**config.mk**
```make
export PLATFORM = sky130hd
export DESIGN_NAME = tone_sequencer_poly
export DESIGN_NICKNAME = d
export VERILOG_FILES = /design/src/rtl/tone_sequencer_poly.sv
export SDC_FILE = /design/constraint.sdc
export NUM_CORES = 1
export LEC_CHECK = 0
export CAP_MARGIN = 30
export CORE_ASPECT_RATIO = 1.4
export CORE_MARGIN = 1
export CORE_UTILIZATION = 50
export DETAILED_ROUTE_END_ITERATION = 16
export PLACE_DENSITY_LB_ADDON = 0.3
export RECOVER_POWER = 25
export SYNTH_ARGS = -nofsm -noshare
export SYNTH_HDL_FRONTEND = slang
export SYNTH_SLANG_ARGS = --single-unit
```
**constraint.sdc**
```tcl
create_clock -name clk -period 2.5 [get_ports clk]
set_clock_uncertainty 0.05 [all_clocks]
set_input_delay 0.5 -clock clk [delete_from_list [all_inputs] [get_ports clk]]
set_output_delay 0.5 -clock clk [all_outputs]
set_load 0.05 [all_outputs]
```
**src/rtl/tone_sequencer_poly.sv**
```systemverilog
// Multi-voice square-wave sequencer: tempo strobe, step counter, per-voice phase
// counters and a first-order sigma-delta mixer. Optional articulation gap: TONE_SEQ_GAP_EN.
module tone_sequencer_poly #(
  parameter int VOICES  = 2,
  parameter int DIV_BW  = 16,
  parameter int DUR_BW  = 24,
  parameter int SEQ_LEN = 64,
  parameter int SEQ_BW  = 6
) (
  input  logic                     clk,
  input  logic                     rst_n,
  input  logic                     play_i,
  input  logic                     restart_i,
  input  logic [DUR_BW-1:0]        note_dur_i,
  input  logic [VOICES*DIV_BW-1:0] divider_i,
  output logic [SEQ_BW-1:0]        step_o,
  output logic                     strb_o,
  output logic [VOICES-1:0]        voice_o,
  output logic                     sound_o
);

  localparam int ACC_BW = $clog2(VOICES) + 1;
  localparam int SUM_BW = ACC_BW + 1;

  logic [DUR_BW-1:0] tempo_cnt;
  logic [DUR_BW-1:0] dur_eff;
  logic [DUR_BW-1:0] last_cnt;
  logic              wrap;
  logic              clear_phase;
  logic              gap;

  // NOTE: every signal written in always_comb gets a value on every path, so no latch is inferred.
  always_comb begin
    dur_eff     = (note_dur_i < DUR_BW'(2)) ? DUR_BW'(2) : note_dur_i;
    last_cnt    = dur_eff - DUR_BW'(1);
    // ">=" rather than "==" so a shortened duration wraps immediately.
    wrap        = play_i && !restart_i && (tempo_cnt >= last_cnt);
    clear_phase = strb_o || restart_i;
  end

`ifdef TONE_SEQ_GAP_EN
  logic [DUR_BW-1:0] gap_len;
  assign gap_len = dur_eff >> 3;
  assign gap     = (gap_len != '0) && (tempo_cnt >= dur_eff - gap_len);
`else
  assign gap = 1'b0;
`endif

  // NOTE: sequential state uses non-blocking assignments so every flop samples pre-edge values.
  always_ff @(posedge clk or negedge rst_n) begin
    if (!rst_n) begin
      tempo_cnt <= '0;
      strb_o    <= 1'b0;
      step_o    <= '0;
    end else begin
      strb_o <= wrap;
      if (!play_i || restart_i || wrap) tempo_cnt <= '0;
      else                              tempo_cnt <= tempo_cnt + DUR_BW'(1);

      if (restart_i)   step_o <= '0;
      else if (strb_o) step_o <= (step_o == SEQ_BW'(SEQ_LEN - 1)) ? '0 : step_o + SEQ_BW'(1);
    end
  end

  logic [DIV_BW-1:0] div   [VOICES];
  logic [DIV_BW-1:0] phase [VOICES];

  for (genvar gv = 0; gv < VOICES; gv++) begin : g_div
    assign div[gv] = divider_i[gv*DIV_BW +: DIV_BW];
  end

  always_ff @(posedge clk or negedge rst_n) begin
    if (!rst_n) begin
      // NOTE: the phase array is a handful of flops, not a RAM, so it is reset like any other state.
      for (int v = 0; v < VOICES; v++) phase[v] <= '0;
      voice_o <= '0;
    end else begin
      for (int v = 0; v < VOICES; v++) begin
        if (!play_i || div[v] < DIV_BW'(2)) begin
          phase[v]   <= '0;
          voice_o[v] <= 1'b0;
        end else if (gap) begin
          voice_o[v] <= 1'b0;
        end else begin
          voice_o[v] <= phase[v] < (div[v] >> 1);
          // Wrap also covers a divider that shrank below the current phase.
          if (clear_phase || phase[v] >= div[v] - DIV_BW'(1)) phase[v] <= '0;
          else                                                phase[v] <= phase[v] + DIV_BW'(1);
        end
      end
    end
  end

  logic [ACC_BW-1:0] acc;
  logic [SUM_BW-1:0] voice_sum;
  logic [SUM_BW-1:0] mix_sum;

  always_comb begin
    voice_sum = '0;
    for (int v = 0; v < VOICES; v++) voice_sum = voice_sum + SUM_BW'(voice_o[v]);
    mix_sum = SUM_BW'(acc) + voice_sum;
  end

  always_ff @(posedge clk or negedge rst_n) begin
    if (!rst_n) begin
      acc     <= '0;
      sound_o <= 1'b0;
    end else if (!play_i) begin
      acc     <= '0;
      sound_o <= 1'b0;
    end else if (mix_sum >= SUM_BW'(VOICES)) begin
      acc     <= ACC_BW'(mix_sum - SUM_BW'(VOICES));
      sound_o <= 1'b1;
    end else begin
      acc     <= ACC_BW'(mix_sum);
      sound_o <= 1'b0;
    end
  end

endmodule

```
==> After elaboration in Yosys (flattened, before gate mapping) <==
Index checks and enable logic that the tools add are counted.
{ "op_classes": {"eq_ne": 1, "n_lt_le_gt_ge": 9, "n_reduce_logical": 12, "n_addsub": 10, "muxes": 15} }
{ "ops": {"columns": ["cell", "n"], "rows": [
  ["2-to-1 mux 16 bit", 4],
  ["2-to-1 mux 24 bit", 2],
  ["adder 16 x 1 -> 16 bit (second input constant)", 2],
  ["greater-or-equal comparator 16 bit", 2],
  ["less-than comparator 16 x 15 -> 1 bit", 2],
  ["less-than comparator 16 x 2 -> 1 bit (second input constant)", 2],
  ["subtractor 16 x 1 -> 16 bit (second input constant)", 2],
  ["adder 24 x 1 -> 24 bit (second input constant)", 1],
  ["greater-or-equal comparator 24 bit", 1],
  ["less-than comparator 24 x 2 -> 1 bit (second input constant)", 1],
  ["subtractor 24 x 1 -> 24 bit (second input constant)", 1],
  ["2-to-1 mux 6 bit", 3],
  ["logical OR 1 bit", 7],
  ["adder 6 x 1 -> 6 bit (second input constant)", 1],
  ["== test 6 bit (second input constant)", 1],
  ["2-to-1 mux 1 bit", 4],
  ["2-to-1 mux 2 bit", 2],
  ["adder 2 x 2 -> 3 bit", 1],
  ["greater-or-equal comparator 3 x 2 -> 1 bit (second input constant)", 1],
  ["adder 1 x 1 -> 2 bit", 1],
  ["logical AND 1 bit", 2],
  ["zero test 1 bit", 2],
  ["nonzero test 2 bit", 1],
  ["subtractor 2 bit (second input constant)", 1]
]} }
{ "word_totals": {"inputBits": 60, "word_cells": 55, "out_inout_bits": 10, "reg_bits": 68} }

==> Logic depth before layout (Yosys ltp) <==
Gate-level depths: netlist (run 1).
{ "depth": {"depth_word": 7, "mapped_depth": 20} }

==> Least setup slack after synthesis (run 1) <==
Ideal clock, no wire load.
{ "synth_timing": {"path_kind": "input to register", "from": "input note_dur_i[20]", "to": "register tempo_cnt[10]", "path_stages": 19, "t_required_ns": 2.378, "n_path_buf": 3, "setup_time_ns": 0.072, "path_slack_ns": -2.112, "arrival_ns": 4.489, "path_cell_list": "or4_1 > nor3_1 > nand3_1 > o21ai_0 > ha_1 > nand2b_1 > or4_4 > buf_6 > nor4_4 > xnor2_1 > ha_1 > nand4_1 > nor3_1 > a22oi_1 > o211ai_1 > or3_1 > clkbuf_1 > clkbuf_1 > nor2_1"} }
{ "synth_between": {"elab_chain_cells": 7} }
{ "synth_lines": {"columns": ["item", "line", "source"], "rows": [
  ["from (decl)", "14", "input logic [DUR_BW-1:0] note_dur_i,"],
  ["less-than comparator 24 x 2 -> 1 bit", "34", "dur_eff = (note_dur_i < DUR_BW'(2)) ? DUR_BW'(2) : note_dur_i;"],
  ["2-to-1 mux 24 bit *", "34", null],
  ["subtractor 24 x 1 -> 24 bit *", "35", "last_cnt = dur_eff - DUR_BW'(1);"],
  ["greater-or-equal comparator 24 bit *", "37", "wrap = play_i && !restart_i && (tempo_cnt >= last_cnt);"],
  ["logical AND 1 bit *", "37", null],
  ["logical OR 1 bit *", "57", "if (!play_i || restart_i || wrap) tempo_cnt <= '0;"],
  ["2-to-1 mux 24 bit *", "57", null],
  ["to (signal assigned)", "58", "else tempo_cnt <= tempo_cnt + DUR_BW'(1);"],
  ["to (decl)", "25", "logic [DUR_BW-1:0] tempo_cnt;"]
]} }
Mark *: on every way between the ends. The rest lies on a longest branch, timed or not.
A chain may end at the register's enable or synchronous reset.

==> Final worst setup path (run 1) <==
{ "layout_timing": {"from": "input note_dur_i[3]", "to": "register tempo_cnt[10]"} }
Same word-level chain as after synthesis.

==> results.txt, run 1 <==
Num rows: 46
Sequential power share: 34.9%
Dpl ws: -2456 ps
Peak supply drop: 0.0004288 V
Setup TNS: -58580 ps
Die area: 0.01229 sq mm
Syn nets: 834
Count of different cell masters after synthesis: 48
WHS: 494.7 ps
Sw Pwr: 862.6 uW
Post-synth top flop: dfrtp_1
Cells after DPL: 1004
Layout cell share with drive strength beyond 1: 33.55%
Leak: 4.110 nW
Failing checks: max-capacitance violations, max-slew violations, negative setup slack
Relative slew slack: -9.276%
Max Fclk: 0.2299 GHz
Worst setup EP type: flop
Final period utilization: 174.0%
Top area cells in the synthesized netlist: dfrtp_1, ha_1, xnor2_1
Clock group share of total power: 42.7%
#FFs+latches synth: 68
Final Non-Filler Cells: 1047
Initial antenna violation count: 0
Worst skew pair latency: 340 ps
RSZ-0062 raised after global routing: yes
Pre-antenna DRT Iters: 5
Ys Warns: 0
Min setup slack post-route: -1849 ps
Ports: 70
Total grt overflow: 0
DR WL/cell: 19.80 microns
Final Hold Viols: 0
Via count of the first global-routing pass: 6824
Internal Power: 2.374 mW
Num Clock Sinks: 68
Mapped cell area: 0.005922 sq mm
Slew @ Worst Pin: 1639 ps
Wirelength, routed: 20.73 mm
Most common cell in the synthesized netlist: nor2_1
Crit path DAT: 4520 ps
GRT Overall Usage: 33.15%
WP data required: 2670 ps
GR met1 Demand/Resource: 31.71%
Hold/Removal Path Class: reg -> reg
Asr flop ratio synth: 100.0%
H-tree depth: 3
Clock buffer depth: 2
Crit path time final: 4349 ps
Sequential share of the synthesized area: 28.73%
Number of nets in the layout: 1052
Via count: 6317
ANT cells: 0
Syn-to-layout area delta: 53.75%
Final HPWL DP: 12.78 mm
Routability cong.: 0.8771
Outcome: finished with violations
DRC Markers: 0
Die H: 130.8 microns
Final setup violation count: 57
Setup CP Type: in -> reg
EDFF count, synth: 0
Global-route met3 utilization: 7.002%
Root buf cell: clkbuf_16
Cell taking the most area after synthesis: dfrtp_1
CTS tree: built
Cts bufs inserted: 9
Avg Inst Size Synth: 8.709 sq um
Initial DRC Count: 451
First-pass GRT wire length: 31.33 mm
Initial Utilization: 51.70%
Busiest grt layer: met2
Clock transition at the registers of the reported paths: 60 ps
Max-cap violations: 1
Switching Share: 26.65%
Pwr dens: 355.5 mW/mm^2
Slew Viols, Final: 28
Most frequent cells after synthesis: nor2_1, ha_1, dfrtp_1
Combinational Power Share: 22.5%
Routed vias/inst: 6.033
Worst-path maximum fanout: 6
M2 GR Usage: 62.60%
Syn Inst Count: 680
Number of fill cells: 627
Finished Core Util: 79.50%
Crit start category: input port
Die Wd: 93.98 microns
Routed Antenna Nets: 0
Yosys top cell area share: 28.73%
IO buf count: 69
Largest net degree at the start of global routing: 42
Core area: 0.01145 sq mm
[cell type report]
| cell class | instances | area (sq um) | share of cell area [%] |
|---|---|---|---|
| clock buffer | 12 | 246.5 | 2.707 |
| clock inverter | 4 | 72.57 | 0.7970 |
| inverter | 46 | 172.7 | 1.896 |
| multi-input combinational | 558 | 4851 | 53.28 |
| sequential | 68 | 1702 | 18.69 |
| tap | 144 | 180.2 | 1.979 |
| timing repair buffer | 215 | 1881 | 20.65 |
[metal layers]
layer	routed length, microns	up-vias	part of all wire [%]
met5	0	-	0
met4	1378	0	6.6
met1	7002	3024	34
li1	-	2849	-
met2	11190	314	54
met3	1159	130	5.6
[registers in the layout, indices dropped and copies added, names as in the netlist]
| register | flops |
|---|---|
| acc | 2 |
| phase | 32 |
| sound_o | 1 |
| step_o | 6 |
| strb_o | 1 |
| tempo_cnt | 24 |
| voice_o | 2 |
[through the flow]
stage	instance area, sq um	total power, mW
after detailed placement	7814	1.750
after global placement	7814	1.721
after floorplan	6083	1.400
final	9105	3.236
after global routing	9105	3.346
after CTS	8795	3.166
[power by group through the flow]
stage | logic, mW | registers, mW | clock network (mW)
6_report | 0.727 | 1.13 | 1.38
5_1_grt | 0.781 | 1.13 | 1.43
4_1_cts | 0.673 | 1.13 | 1.36
3_5_place_dp | 0.603 | 1.15 | 0
3_3_place_gp | 0.574 | 1.15 | 0
2_1_floorplan | 0.235 | 1.17 | 0
[cells in the final DEF (no fill, tap or decap), types with 4 or more instances in the layout]
| cell type | count |
|---|---|
| a21o_1 | 17 |
| nor2_2 | 12 |
| nor4_4 | 6 |
| buf_12 | 5 |
| or4_4 | 4 |
| clkdlybuf4s50_1 | 32 |
| nor4_1 | 6 |
| nor3_4 | 4 |
| o21ai_0 | 13 |
| and3_1 | 9 |
| clkbuf_16 | 10 |
| xor2_1 | 37 |
| nand3_1 | 31 |
| nor2_1 | 42 |
| xnor2_1 | 62 |
| dfrtp_1 | 68 |
| a211oi_1 | 6 |
| a21oi_1 | 18 |
| buf_2 | 8 |
| nor2_4 | 52 |
| or3_1 | 4 |
| nand2_1 | 29 |
| nor3_1 | 13 |
| ha_1 | 91 |
| buf_4 | 137 |
| buf_6 | 5 |
| nand2b_1 | 7 |
| inv_1 | 43 |
| nor3_2 | 7 |
| o211ai_1 | 5 |
| dlygate4sd2_1 | 14 |
| nand4_1 | 26 |
[cells by family (layout without fill, tap and decap cells)]
group	after synthesis	count (layout)	share of synthesized area, %
AO/OA/AOI/OAI	83	83	9.276
XOR/XNOR	103	103	15.23
adder cells (fa/ha/maj)	94	94	19.99
buffers and inverters	54	277	3.550
flip-flops	68	68	28.73
multiplexers	1	1	0.1690
AND/OR/NAND/NOR	277	277	23.05
[worst max-delay path, cell delays in order]
cell      delay, ps
buf_6            90
or4_4           540
or3_4           430
o21ai_4         190
ha_4            170
nand2b_4         50
or4_4           500
xor2_1          180
ha_1            320
nand4_1         220
nor3_1          420
nand3_2         180
a31oi_4         230
or3_4           280
buf_12          180
nor2_4           40
[worst paths after layout]
| kind | startpoint | end | slack [ps] | cells after the start |
|---|---|---|---|---|
| worst max-delay path | note_dur_i[3] | tempo_cnt[10] | -1850 | 16 |
| worst min-delay path | tempo_cnt[0] | tempo_cnt[0] | 490 | 1 |
| worst max register to register | tempo_cnt[13] | tempo_cnt[10] | -20 | 8 |
| worst min register to register | tempo_cnt[0] | tempo_cnt[0] | 490 | 1 |
| max in group asynchronous | rst_n | phase[15] | 930 | 1 |
| min in group asynchronous | rst_n | tempo_cnt[5] | 520 | 1 |
[timing repair]
action / 4_1_cts / 5_1_grt
pin swaps: 73 / 25
setup endpoints to repair: 57 / 57
setup buffers: 20 / 3
gates cloned: 5 / 0
resized for setup: 209 / 73
hold buffers: 0 / 0
Note: power is estimated with default switching activity, not from simulation.
==> inputs of run 2 (changes only) <==
CELL_PAD_IN_SITES_DETAIL_PLACEMENT = 2   (was default)
CELL_PAD_IN_SITES_GLOBAL_PLACEMENT = 2   (was default)
CORE_UTILIZATION = 35   (was 50)
==> results.txt, run 2 <==
Yosys top cell area share: 28.73%
Outcome: stopped before the end
Syn nets: 834
Syn Inst Count: 680
Cell taking the most area after synthesis: dfrtp_1
Total grt overflow: 52
Count of different cell masters after synthesis: 48
Cts bufs inserted: 9
Sequential share of the synthesized area: 28.73%
Die H: 155.9 microns
Worst setup endpoint GRT: tempo_cnt[22]$_DFF_PN0_/D
Ports: 70
Clock buffer depth: 2
GRT Overall Usage: 67.16%
Die Wd: 111.9 microns
Initial Utilization: 36.16%
Final HPWL DP: 18.71 mm
EDFF count, synth: 0
WEP type: register data pin
DP Area: 0.007913 sq mm
Mapped cell area: 0.005922 sq mm
Avg Inst Size Synth: 8.709 sq um
Most common cell in the synthesized netlist: nor2_1
Routability cong.: 0.8128
Asr flop ratio synth: 100.0%
Num rows: 55
#FFs+latches synth: 68
Largest net degree at the start of global routing: 63
First Err: [ERROR GRT-0232] Routing congestion too high. Check the congestion heatmap in the GUI.
H-tree depth: 3
Top area cells in the synthesized netlist: dfrtp_1, ha_1, xnor2_1
Root buf cell: clkbuf_16
Most frequent cells after synthesis: nor2_1, ha_1, dfrtp_1
Initial antenna violation count: 2
Post-synth top flop: dfrtp_1
Fail Step: global routing (5_1_grt)
IO buf count: 69
Num Clock Sinks: 68
Ys Warns: 0
## run 2: through the flow
stage | setup slack (ps) | std cells | TNS, ps | util, %
floorplan | -1888 | 680 | -57260 | -
global placement | -2232 | 1063 | -89450 | 48.31
detailed placement | -2550 | 1063 | -100190 | 48.31
CTS | -1799 | 1120 | -59340 | 57.60
## run 2: routing by layer
layer	GRT usage [%]	overflow
met5	13.33	0
met4	76.57	20
met3	43.12	0
met2	92.99	32
met1	61.87	0
## run 2: cell families after synthesis
logic type | count (synthesis) | share of synthesized area, %
AND/OR/NAND/NOR | 277 | 23.05
adder cells (fa/ha/maj) | 94 | 19.99
XOR/XNOR | 103 | 15.23
multiplexers | 1 | 0.1690
AO/OA/AOI/OAI | 83 | 9.276
flip-flops | 68 | 28.73
buffers and inverters | 54 | 3.550
## run 2: what timing repair did
action                                  4_1_cts
pin swaps                                    77
buffers inserted                             36
cloned                                        5
hold buffers                                  1
gates resized for setup                     284
endpoints found under the hold margin         6
endpoints found under the setup margin       58
==> inputs of run 3 (changes only) <==
CELL_PAD_IN_SITES_DETAIL_PLACEMENT = default   (was 2)
CELL_PAD_IN_SITES_GLOBAL_PLACEMENT = default   (was 2)
CORE_ASPECT_RATIO = default   (was 1.4)
PLACE_DENSITY_LB_ADDON = 0.15   (was 0.3)
==> results.txt, run 3 (synthesis results as in run 1) <==
Worst hold stages: 1
Final setup violation count: 57
Via count: 5629
Crit path DAT: 4530 ps
Critical Path Max Stage Delay: 540 ps
Num rows: 47
Pre-antenna DRT Iters: 4
Outcome: finished with violations
Worst setup EP type: flop
Hold/Removal Path Class: reg -> reg
Worst skew pair latency: 330 ps
Pwr Total: 3.295 mW
Root buf cell: clkbuf_16
Ports: 70
Most frequent cells in the layout: buf_4, ha_1, dfrtp_1
Routed vias/inst: 4.903
H-tree depth: 3
Commonest non-fill, non-tap cell in the layout: buf_4
Setup TNS: -57490 ps
Initial Utilization: 35.84%
Syn-to-layout area delta: 57.30%
Clock transition at the registers of the reported paths: 60 ps
Relative slew slack: 52.82%
Peak supply drop: 0.0002994 V
Wirelength, routed: 15.92 mm
Cells after DPL: 1088
Total grt overflow: 0
Crit path time final: 4317 ps
Most flop-heavy register: phase
RSZ-0062 raised after global routing: yes
R2R Setup Slk: 90 ps
Via count of the first global-routing pass: 5980
DRC Markers: 0
Slew @ Worst Pin: 707.7 ps
CP max stage cell: or4_4
Max-cap violations: 0
Crit start category: input port
Die area: 0.01744 sq mm
CTS tree: built
Clock buffer depth: 2
Die H: 132.1 microns
DR WL/cell: 13.87 microns
Max Fclk: 0.2316 GHz
Min-delay src: phase[16]
Final HPWL DP: 12.18 mm
Final period utilization: 172.7%
GRT Overall Usage: 19.37%
Core area: 0.01652 sq mm
Min setup slack post-route: -1817 ps
First-pass GRT wire length: 27.83 mm
Hold path endpoint: phase[16]
Largest net degree at the start of global routing: 35
Reg2Reg Depth: 10
ANT cells: 0
Leak: 4.215 nW
IO buf count: 69
Critical R2R Capture: tempo_cnt[12]
Layout cell share with drive strength beyond 1: 34.38%
Max reg flops: 32
Initial antenna violation count: 0
Largest registers: phase x32, tempo_cnt x24, step_o x6
R2r startpoint: tempo_cnt[0]
Pwr dens: 353.7 mW/mm^2
Routability cong.: 0.8090
Worst-path maximum fanout: 5
Num Clock Sinks: 68
Worst path cell trace: buf_6 -> or4_4 -> or3_4 -> o21ai_2 -> ha_2 -> nand2b_4 -> or4_4 -> buf_6 -> nor3_4 -> xnor2_2 -> ha_1 -> nand4_1 -> nor3_1 -> a22oi_1 -> o211ai_1 -> or3_4 -> buf_12 -> buf_16 -> nor2_4
Cts bufs inserted: 9
Routed Antenna Nets: 0
Setup CP Type: in -> reg
Initial DRC Count: 202
Final Hold Viols: 0
Failing checks: negative setup slack
Die Wd: 132.1 microns
Final Non-Filler Cells: 1148
Slew Viols, Final: 0
Number of fill cells: 1418
Number of nets in the layout: 1077
WP data required: 2710 ps
[run 3: per-stage QoR]
step                worst slack (ps)  area, sq um  hold slack, ps  utilization, %
finish                         -1817         9315           484.0           56.37
floorplan                      -1888         6083           154.4               -
CTS                            -1744         8984           476.7           54.37
detailed placement             -2450         7944           290.1           48.07
global placement               -2290         7944           292.4           48.07
global route                   -1987         9315           513.3           56.37
[run 3: how the worst max path moves through the flow]
stage / from / endpoint / slack (ps) / cells after the start
CTS: note_dur_i[3] / tempo_cnt[18] / -1740 / 18
global placement: note_dur_i[6] / tempo_cnt[18] / -2290 / 17
floorplan: note_dur_i[6] / tempo_cnt[10] / -1890 / 18
finish: note_dur_i[3] / tempo_cnt[12] / -1820 / 19
detailed placement: note_dur_i[6] / tempo_cnt[13] / -2450 / 17
global route: note_dur_i[3] / tempo_cnt[12] / -1990 / 19
[run 3: per-layer routing]
layer	GRT usage (%)	vias to the layer above	share of wire, %
li1	-	2890	-
met1	25.28	2653	47
met2	33.30	72	49
met3	2.884	14	2.0
met4	5.168	0	1.2
met5	0	-	0
[run 3: where the power goes]
part | internal, mW | switching, mW | leakage (nW) | total (mW)
Sequential | 1.12 | 0.0125 | 0.939 | 1.13
Combinational | 0.360 | 0.333 | 3.11 | 0.693
Clock | 0.981 | 0.492 | 0.166 | 1.47
Total | 2.46 | 0.838 | 4.21 | 3.30
[run 3: repair_timing]
action,in CTS,in global routing
pin swaps,76,50
setup buffers,33,5
hold buffers,1,0
setup endpoints to repair,57,58
gates cloned,5,0
gates resized for setup,180,91
hold endpoints to repair,5,0
[run 3: critical path, delay by kind of cell]
kind / cells / cell delay (ps)
xor+xnor: 1 / 120
fa+ha+maj: 2 / 470
compound gates: 3 / 480
simple gates: 9 / 2420
buf+inv: 4 / 540
[run 3: final cells by class]
type                            instances  area [sq um]  share of cell area, %
Multi-Input combinational cell        558          4748                  50.97
Timing Repair Buffer                  240          2068                  22.20
Sequential cell                        68          1702                  18.27
Tap cell                              220         275.3                  2.955
Clock buffer                            9         225.2                  2.418
Inverter                               46         172.7                  1.854
Clock inverter                          7         123.9                  1.330
